## src/rtl/seven_seg_pkg.sv

```systemverilog
// Shared constants and types for seven-segment display blocks.
package seven_seg_pkg;

   // Bit positions inside an {dp,g,f,e,d,c,b,a} segment byte.
   localparam int unsigned SEG_A  = 0;
   localparam int unsigned SEG_B  = 1;
   localparam int unsigned SEG_C  = 2;
   localparam int unsigned SEG_D  = 3;
   localparam int unsigned SEG_E  = 4;
   localparam int unsigned SEG_F  = 5;
   localparam int unsigned SEG_G  = 6;
   localparam int unsigned SEG_DP = 7;

   // Widest digit bank any display block is expected to scan.
   localparam int unsigned MAX_DIGITS = 8;

   // Per-digit slot phases of the scan controller.
   typedef enum logic [0:0] {
      StBlank,
      StDrive
   } scan_state_e;

endpackage

```

## src/rtl/hex_to_7seg.sv

```systemverilog
// Hex nibble to active-high {dp,g,f,e,d,c,b,a} pattern; dp (bit 7) is always 0.
module hex_to_7seg (
   input  logic [3:0] nibble_i,
   output logic [7:0] seg_o
);

   // Pure lookup, glyphs 0-9 and A b C d E F.
   always_comb begin
      seg_o = 8'h00;
      case (nibble_i)
         4'h0:    seg_o = 8'h3F;
         4'h1:    seg_o = 8'h06;
         4'h2:    seg_o = 8'h5B;
         4'h3:    seg_o = 8'h4F;
         4'h4:    seg_o = 8'h66;
         4'h5:    seg_o = 8'h6D;
         4'h6:    seg_o = 8'h7D;
         4'h7:    seg_o = 8'h07;
         4'h8:    seg_o = 8'h7F;
         4'h9:    seg_o = 8'h6F;
         4'hA:    seg_o = 8'h77;
         4'hB:    seg_o = 8'h7C;
         4'hC:    seg_o = 8'h39;
         4'hD:    seg_o = 8'h5E;
         4'hE:    seg_o = 8'h79;
         4'hF:    seg_o = 8'h71;
         default: seg_o = 8'h00;
      endcase
   end

endmodule

```

## src/rtl/seven_seg_scan_ctrl.sv

```systemverilog
// Multiplexed seven-segment scan controller with a blanking gap per digit and
// frame-synchronous double buffering of host writes.
module seven_seg_scan_ctrl
   import seven_seg_pkg::*;
#(
   parameter int unsigned NUM_DIGITS           = 4,
   parameter int unsigned CYCLES_PER_DIGIT     = 16000,
   parameter int unsigned BLANK_CYCLES         = 160,
   parameter bit          DIGIT_SEL_ACTIVE_LOW = 1'b1
) (
   input  logic                    CLK,
   input  logic                    RST,
   input  logic                    i_wr_valid,
   output logic                    o_wr_ready,
   input  logic [4*NUM_DIGITS-1:0] i_wr_data,
   input  logic [NUM_DIGITS-1:0]   i_wr_dp,
   input  logic [NUM_DIGITS-1:0]   i_wr_blank,
   output logic [7:0]              o_seg,
   output logic [NUM_DIGITS-1:0]   o_digit_sel,
   output logic                    o_frame_start
);

   localparam int unsigned CntMax = (BLANK_CYCLES > CYCLES_PER_DIGIT) ? BLANK_CYCLES
                                                                      : CYCLES_PER_DIGIT;
   localparam int unsigned CntW   = (CntMax > 1) ? $clog2(CntMax) : 1;
   localparam int unsigned IdxW   = (NUM_DIGITS > 1) ? $clog2(NUM_DIGITS) : 1;

   localparam logic [CntW-1:0]       BlankLast = CntW'(BLANK_CYCLES - 1);
   localparam logic [CntW-1:0]       DriveLast = CntW'(CYCLES_PER_DIGIT - 1);
   localparam logic [IdxW-1:0]       IdxLast   = IdxW'(NUM_DIGITS - 1);
   // Digit-select value with every line inactive.
   localparam logic [NUM_DIGITS-1:0] SelOff    = DIGIT_SEL_ACTIVE_LOW ? '1 : '0;

   scan_state_e             state_q;
   logic [IdxW-1:0]         idx_q;
   logic [CntW-1:0]         cnt_q;
   // Low for the first cycle after reset so the first frame starts one cycle late.
   logic                    run_q;
   // High while the outputs show the last drive cycle of the last digit.
   logic                    bnd_q;

   logic [7:0]              seg_q;
   logic [NUM_DIGITS-1:0]   sel_q;
   logic                    frame_start_q;

   logic [4*NUM_DIGITS-1:0] active_data_q, pend_data_q;
   logic [NUM_DIGITS-1:0]   active_dp_q, pend_dp_q;
   logic [NUM_DIGITS-1:0]   active_blank_q, pend_blank_q;
   logic                    full_q, full_d;
   logic                    wr_ready_q;

   logic [3:0]              nibble;
   logic                    dp_sel;
   logic                    blank_sel;
   logic [NUM_DIGITS-1:0]   sel_on;
   logic [7:0]              hex_seg;
   logic [7:0]              seg_mux;
   logic                    wr_accept;
   logic                    swap;

   // Select the current digit's active fields and its strobe pattern.
   always_comb begin
      nibble    = 4'h0;
      dp_sel    = 1'b0;
      blank_sel = 1'b0;
      sel_on    = '0;
      for (int unsigned k = 0; k < NUM_DIGITS; k++) begin
         if (idx_q == IdxW'(k)) begin
            nibble    = active_data_q[4*k +: 4];
            dp_sel    = active_dp_q[k];
            blank_sel = active_blank_q[k];
            sel_on[k] = 1'b1;
         end
      end
      sel_on = sel_on ^ SelOff;
   end

   hex_to_7seg u_hex_to_7seg (
      .nibble_i (nibble),
      .seg_o    (hex_seg)
   );

   // Decoder never drives dp, so overwrite that bit with the digit's dp flag.
   always_comb begin
      seg_mux         = hex_seg;
      seg_mux[SEG_DP] = dp_sel;
   end

   // Slot sequencer; outputs are registered from the slot state so segments and
   // strobe always switch on the same edge.
   always_ff @(posedge CLK) begin
      if (RST) begin
         state_q       <= StBlank;
         idx_q         <= '0;
         cnt_q         <= '0;
         run_q         <= 1'b0;
         bnd_q         <= 1'b0;
         seg_q         <= '0;
         sel_q         <= SelOff;
         frame_start_q <= 1'b0;
      end else begin
         run_q         <= 1'b1;
         bnd_q         <= 1'b0;
         seg_q         <= '0;
         sel_q         <= SelOff;
         frame_start_q <= 1'b0;
         if (run_q) begin
            unique case (state_q)
               StBlank: begin
                  frame_start_q <= (idx_q == '0) && (cnt_q == '0);
                  if (cnt_q == BlankLast) begin
                     state_q <= StDrive;
                     cnt_q   <= '0;
                  end else begin
                     cnt_q <= cnt_q + 1'b1;
                  end
               end
               StDrive: begin
                  if (!blank_sel) begin
                     seg_q <= seg_mux;
                     sel_q <= sel_on;
                  end
                  if (cnt_q == DriveLast) begin
                     bnd_q   <= (idx_q == IdxLast);
                     state_q <= StBlank;
                     cnt_q   <= '0;
                     idx_q   <= (idx_q == IdxLast) ? '0 : idx_q + 1'b1;
                  end else begin
                     cnt_q <= cnt_q + 1'b1;
                  end
               end
               default: state_q <= StBlank;
            endcase
         end
      end
   end

   // Accept and swap are exclusive: a swap needs full set, which holds ready low.
   assign wr_accept = i_wr_valid && wr_ready_q;
   assign swap      = bnd_q && full_q;

   always_comb begin
      full_d = full_q;
      if (wr_accept) begin
         full_d = 1'b1;
      end else if (swap) begin
         full_d = 1'b0;
      end
   end

   // Pending/active frame buffers; active only changes at the frame boundary.
   always_ff @(posedge CLK) begin
      if (RST) begin
         active_data_q  <= '0;
         active_dp_q    <= '0;
         active_blank_q <= '0;
         pend_data_q    <= '0;
         pend_dp_q      <= '0;
         pend_blank_q   <= '0;
         full_q         <= 1'b0;
         wr_ready_q     <= 1'b0;
      end else begin
         if (swap) begin
            active_data_q  <= pend_data_q;
            active_dp_q    <= pend_dp_q;
            active_blank_q <= pend_blank_q;
         end
         if (wr_accept) begin
            pend_data_q  <= i_wr_data;
            pend_dp_q    <= i_wr_dp;
            pend_blank_q <= i_wr_blank;
         end
         full_q     <= full_d;
         wr_ready_q <= !full_d;
      end
   end

   assign o_seg         = seg_q;
   assign o_digit_sel   = sel_q;
   assign o_frame_start = frame_start_q;
   assign o_wr_ready    = wr_ready_q;

endmodule
```

## config.mk

```make
export PLATFORM = sky130hd
export DESIGN_NAME = seven_seg_scan_ctrl
export DESIGN_NICKNAME = d
export VERILOG_FILES = /design/src/rtl/seven_seg_pkg.sv /design/src/rtl/hex_to_7seg.sv /design/src/rtl/seven_seg_scan_ctrl.sv
export SDC_FILE = /design/constraint.sdc
export NUM_CORES = 1
export LEC_CHECK = 0
export ABC_AREA = 1
export ABC_CLOCK_PERIOD_IN_PS = 1840
export BUFFER_PORTS_ARGS = -buffer_cell sky130_fd_sc_hd__buf_2
export CORE_UTILIZATION = 36
export CTS_BUF_LIST = sky130_fd_sc_hd__clkbuf_4 sky130_fd_sc_hd__clkbuf_8
export DETAILED_ROUTE_END_ITERATION = 10
export SYNTH_ARGS = -nofsm -noshare
export SYNTH_HDL_FRONTEND = slang
export SYNTH_SLANG_ARGS = --single-unit
```

## constraint.sdc

```tcl
create_clock -name CLK -period 1.84 [get_ports CLK]
set_input_delay 0.184 -clock CLK [delete_from_list [all_inputs] [get_ports CLK]]
set_output_delay 0.184 -clock CLK [all_outputs]
set_load 0.03 [all_outputs]
```

==> metrics.txt, run 1 <==
Die Y 103 um; total grt overflow 0; clock transition at the registers of the reported paths 0.09 ns; flops & latches, synth 82; io pins 41; synth cell count leaders 111 x nor2_1, 82 x dfxtp_1, 52 x o21ai_0, 48 x nand2_1, 27 x inv_1; DR vias 2,976; min Tclk post-route roughly 1.7 ns; CP Launch Type flop; PwrDens ~760 nW/um^2; drt wl/cell about 11 um; CTS Buffer Depth 2; crit path DAT 1.95 ns; Cells after Synth 469; Filler cells 1,023; H-tree levels 3; synth top area cells dfxtp_1 45%, nor2_1 11%, o21ai_0 7.1%; largest net degree at the start of global routing 54; Mapped Nets 509; top cell type by total area after synthesis dfxtp_1; final setup margin approximately 0.13 ns; critical path required time 2.09 ns; Leak ~0.0017 uW; YS warnings 0; TritonCTS clock tree built; number of global-route vias before repair 2,916; row cnt 36; Worst-Margin Slew 0.597 ns; CORE AREA between 9000 and 10,000 sq um; Die W 103 um; GP Congestion 0.794; Iter 0 DRT Violations 135; Syn Area/Cell 7.81 sq um; diode count 0; Hold Path Class in2reg; Seq/Total Area, Yosys 44.8%; Final Hold Vio Count 0; Die ar. 10,600 sq um; maximum VDD drop 384 uV; drt total wl 7420 um; post-detail-place hpwl about 5300 um; hold slack 0.0683 ns; Yosys top cell area share roughly 45%; CTS buffer count 9; Primary FF master, synth dfxtp_1; initial antenna violation count 0; Routed Antenna Nets 0; critical path class reg2reg; dominant cell by count in the synthesized netlist nor2_1; CTS root buffer clkbuf_8; max_cap viols 0; Final nets 553; Fmax just under 600 MHz; Synth cell types 40; Setup Skew roughly 0.012 ns; max-slew violations 0; first-pass GRT wire length about 13,000 um; vias per cell about 4.6; EDFF count, synth 0; # setup viols final 0; Total Routing Usage GR 15.7%; drt first pass iters 4; dpl ws -0.0421 ns; synthesis-to-finish area growth 16.6%; # clock sinks 82; Setup crit end kind flop; layout cells sized above 1 between 20% and 30%; Clk Latency, worst-skew pair approximately 0.36 ns; outcome finished clean; final worst-path cycle share between 90% and 100%; initial core utilization a little under two fifths; Mapped Area 3660 sq um; number of port buffers 40; relative slew slack 60.2%; Worst Path Max Fanout 6; Residual DRC 0; Synth async-reset ratio 0%
[registers in the layout, indices dropped and copies added (netlist names)]
| name | count |
|---|---|
| active_blank_q | 4 |
| active_data_q | 16 |
| active_dp_q | 4 |
| bnd_q | 1 |
| cnt_q | 14 |
| full_q | 1 |
| idx_q | 2 |
| o_digit_sel | 4 |
| o_frame_start | 1 |
| o_seg | 8 |
| o_wr_ready | 1 |
| pend_blank_q | 4 |
| pend_data_q | 16 |
| pend_dp_q | 4 |
| run_q | 1 |
| state_q | 1 |
[cell usage in the layout, fill, tap and decap left out, drive strengths merged, types with 2 or more instances in the layout]
cell / count
nor2: 126
o211ai: 2
or2: 2
nand3: 29
clkbuf: 10
xor2: 6
ha: 13
inv: 37
o21ai: 58
nand3b: 2
a21oi: 21
clkinvlp: 3
buf: 53
o21bai: 2
xnor2: 2
dfxtp: 82
nor3: 2
nand2: 58
nand4: 5
[worst max-delay path, stage by stage, from the launching register on]
cell	delay (ns)
dfxtp_4	0.39
inv_4	0.06
ha_4	0.18
a21oi_1	0.17
nand2_2	0.09
o21ai_4	0.07
inv_2	0.06
ha_1	0.28
nand3b_1	0.18
nand3_2	0.08
a21oi_2	0.04
[final cells by class]
class / instances / area (sq um) / area share (%)
clock buffer: 10 / 131 / 3.08
clock inverter: 6 / 48.8 / 1.14
inverter: 35 / 143 / 3.34
multi-input combinational: 332 / 1840 / 43.0
sequential: 82 / 1650 / 38.6
tap: 133 / 166 / 3.90
timing repair buffer: 53 / 298 / 6.97
[worst paths after layout]
check,start,endpoint,slack [ns],depth (start not counted)
worst max register to register,idx_q[0]$_SDFFE_PP0P_,o_seg[3]$_SDFF_PP0_,0.13,10
worst min-delay path,i_wr_data[4],pend_data_q[4]$_SDFFE_PP0P_,0.07,3
worst max-delay path,idx_q[0]$_SDFFE_PP0P_,o_seg[3]$_SDFF_PP0_,0.13,10
worst min register to register,active_data_q[7]$_SDFFE_PP0P_,active_data_q[7]$_SDFFE_PP0P_,0.46,2
[routing by layer]
metal  GRT usage (%)  up-vias  part of all wire [%]  wire length, um
met4            6.39        0                   1.4              101
met1            20.1     1312                    52             3830
met3            4.00        9                   3.7              277
met2            25.4       53                    43             3210
li1                -     1602                     -                -
met5               0        -                     0                0
[timing repair]
| item | 4_1_cts | 5_1_grt |
|---|---|---|
| gates resized for setup | 3 | 16 |
| setup buffers | 0 | 0 |
| cloned | 0 | 0 |
| endpoints found under the setup margin | 3 | 7 |
| pin swaps | 0 | 1 |
| hold buffers | 0 | 0 |
[cell families (layout without fill, tap and decap cells)]
kind of cell	count (synthesis)	in the layout	share of synthesized area, %
AND/OR/NAND/NOR	226	226	29.1
adder cells (fa/ha/maj)	13	13	4.44
buffers and inverters	55	104	6.76
XOR/XNOR	8	8	1.91
flip-flops	82	82	44.8
AO/OA/AOI/OAI	85	85	13.0
[stage by stage]
step / setup TNS, ns / std cells / utilization, % / cell area (sq um) / power, uW
5_1_grt: -0.00408 / 651 / 43.5 / 4270 / 3400
3_5_place_dp: -0.0423 / 635 / 41.0 / 4030 / 2090
4_1_cts: 0 / 651 / 42.9 / 4220 / 3300
3_3_place_gp: 0 / 635 / 41.0 / 4030 / 2080
2_1_floorplan: 0 / 469 / - / 3670 / 2020
6_report: 0 / 651 / 43.5 / 4270 / 3240
[power breakdown]
group / switching [uW] / internal (uW)
sequential: 27.6 / 1820
clock: 685 / 519
combinational: 115 / 76.0
No activity file was read; power rests on OpenSTA's default activity.
==> run 2, diff against run 1 <==
--- a/config.mk
+++ b/config.mk
@@ -6,7 +6,7 @@
 export NUM_CORES = 1
 export LEC_CHECK = 0
 export ABC_AREA = 1
-export ABC_CLOCK_PERIOD_IN_PS = 1840
+export ABC_CLOCK_PERIOD_IN_PS = 2200
 export BUFFER_PORTS_ARGS = -buffer_cell sky130_fd_sc_hd__buf_2
 export CORE_UTILIZATION = 36
 export CTS_BUF_LIST = sky130_fd_sc_hd__clkbuf_4 sky130_fd_sc_hd__clkbuf_8
==> constraint.sdc (replaced) <==
create_clock -name CLK -period 2.2 [get_ports CLK]
set_input_delay 0.22 -clock CLK [delete_from_list [all_inputs] [get_ports CLK]]
set_output_delay 0.22 -clock CLK [all_outputs]
set_load 0.03 [all_outputs]
==> run 2 against run 1 <==
Net effect:
- clock-buffer cell count decreased by 1
- first-iteration DRC count is 4.4% lower
- combinational power fell by 15%
- hold slack improved by 0.031 ns
- flip-flop and latch count unchanged
- cell count fell by 1.2%
- critical endpoint unchanged
- register-to-register slack better by 0.05 ns
- utilization decreased by 0.76 points
- die area stayed put
- critical path depth grew 2
- sequential share of layout area grew 0.54 points
==> metrics.txt, run 2 (synthesis results as in run 1) <==
largest net degree at the start of global routing 54; met3 usage 4.27%; Non-Filler Cell Area, Final 4200 sq um; TritonCTS clock tree built; CP bufs+invs 2; synthesis-to-finish area growth 14.5%; number of port buffers 40; diode count 0; Clk Latency, worst-skew pair 0.36 ns; CTS root buffer clkbuf_8; number of global-route vias before repair around 2,900; maximum VDD drop about 380 uV; Total Routing Usage GR 16.0%; vias per cell roughly 4.6; most frequent CP cell nand2_1; hold_buf cts 0; drt wl/cell 11.6 um; critical path class reg2reg; final setup margin ~0.18 ns; reg2reg start idx_q[0]$_SDFFE_PP0P_; CTS Buffer Depth 2; GP Congestion 0.909; CP cell instances inv_1, ha_2, nand2_1, nand2_1, nand3_1, nand2_1, o21ai_2, inv_2, ha_1, nand3b_1, nand3_1, a21oi_2; dpl cell area 3960 sq um; DR vias around 3,000; Leak 0.00172 uW; PwrDens between 600 and 700 nW/um^2; GR met2 Demand/Resource 25.0%; layout cells sized above 1 approximately 22%; first-pass GRT wire length 13,100 um; Routed Antenna Nets 0; Setup crit end kind flop; cell family with most CP delay adder cells; CP Launch Type flop; Residual DRC 0; overall power 2880 uW; H-tree levels 3; Largest regs active_data_q (16), pend_data_q (16), cnt_q (14); drt first pass iters 4; crit path DAT 2.27 ns; min-delay src i_wr_data[9]; commonest non-fill, non-tap cells in the layout 111 x nor2_1, 81 x dfxtp_1, 52 x o21ai_0, 48 x nand2_1, 40 x buf_2; Filler cells 1,068; dpl ws 0.110 ns; Worst path max stage delay 0.38 ns; drt total wl 7470 um; met1 GRT Util 21.1%; area occupied by registers 1640 sq um; # setup viols final 0; Critical path origin idx_q[0]$_SDFFE_PP0P_; initial antenna violation count 0; Die ar. 10,600 sq um; Setup Skew 0.0107 ns; outcome finished clean; io pins 41; max_cap viols 0; relative slew slack 60.9%; Final Hold Vio Count 0; CORE AREA 9820 sq um; Worst Path Max Fanout 8; final worst-path cycle share 91.9%; max-slew violations 0; Die W 103 um; hold slack about 0.1 ns; Hold Path Class in2reg; # clock sinks 82; Die Y 103 um; Iter 0 DRT Violations roughly 130; total grt overflow 0; row cnt 36; min Tclk post-route 2.02 ns; setup_tns 0 ns; clock transition at the registers of the reported paths 0.10 ns; CTS buffer count 9; Final nets 545; post-detail-place hpwl 5320 um; Fmax 495 MHz; busiest grt layer met2; initial core utilization a little under two fifths; most common cell after layout, fill and taps aside nor2_1; Crit-path slowest cell dfxtp_1; critical path required time 2.45 ns; Worst-Margin Slew about 0.59 ns; area taken by multi-input logic gates ~1800 sq um; RSZ-0062 raised after global routing no
-- run 2: timing repair --
| item | CTS | global route |
|---|---|---|
| endpoints found under the setup margin | 0 | 2 |
| resized for setup | 0 | 6 |
| buffers inserted | 0 | 0 |
-- run 2: metal layers --
| layer | routed length (um) | share of wire, % |
|---|---|---|
| met1 | 3800 | 51 |
| met2 | 3270 | 44 |
| met3 | 287 | 3.8 |
| met4 | 110 | 1.5 |
| met5 | 0 | 0 |
-- run 2: path summary, 6_finish.rpt --
check	endpoint	slack, ns	depth (start not counted)
min	pend_data_q[9]$_SDFFE_PP0P_	0.1	3
max	o_seg[3]$_SDFF_PP0_	0.18	12
max reg2reg	o_seg[3]$_SDFF_PP0_	0.18	12
min reg2reg	pend_data_q[7]$_SDFFE_PP0P_	0.49	2
-- run 2: where the power goes --
part | internal [uW] | total [uW] | switching [uW]
logic | 64.1 | 163 | 99.3
registers | 1530 | 1550 | 21.7
clock network | 558 | 1170 | 608
-- run 2: cell type report --
class                      instances  area share, %
clock buffer                       9           2.95
clock inverter                     7           2.21
inverter                          35           3.34
multi-input combinational        332           42.7
sequential                        82           39.1
tap                              133           3.97
timing repair buffer              45           5.66
-- run 2: per-stage QoR --
step	instances	utilization, %
floorplan	469	-
global placement	627	40.3
detailed placement	627	40.3
CTS	643	42.5
global route	643	42.7
finish	643	42.7
-- run 2: worst register-to-register path: stages (launching register included) --
cell and delay [ns]:
dfxtp_1 0.38, inv_1 0.13, ha_2 0.27, nand2_1 0.09, nand2_1 0.05, nand3_1 0.07
nand2_1 0.07, o21ai_2 0.14, inv_2 0.09, ha_1 0.30, nand3b_1 0.16, nand3_1 0.12
a21oi_2 0.05
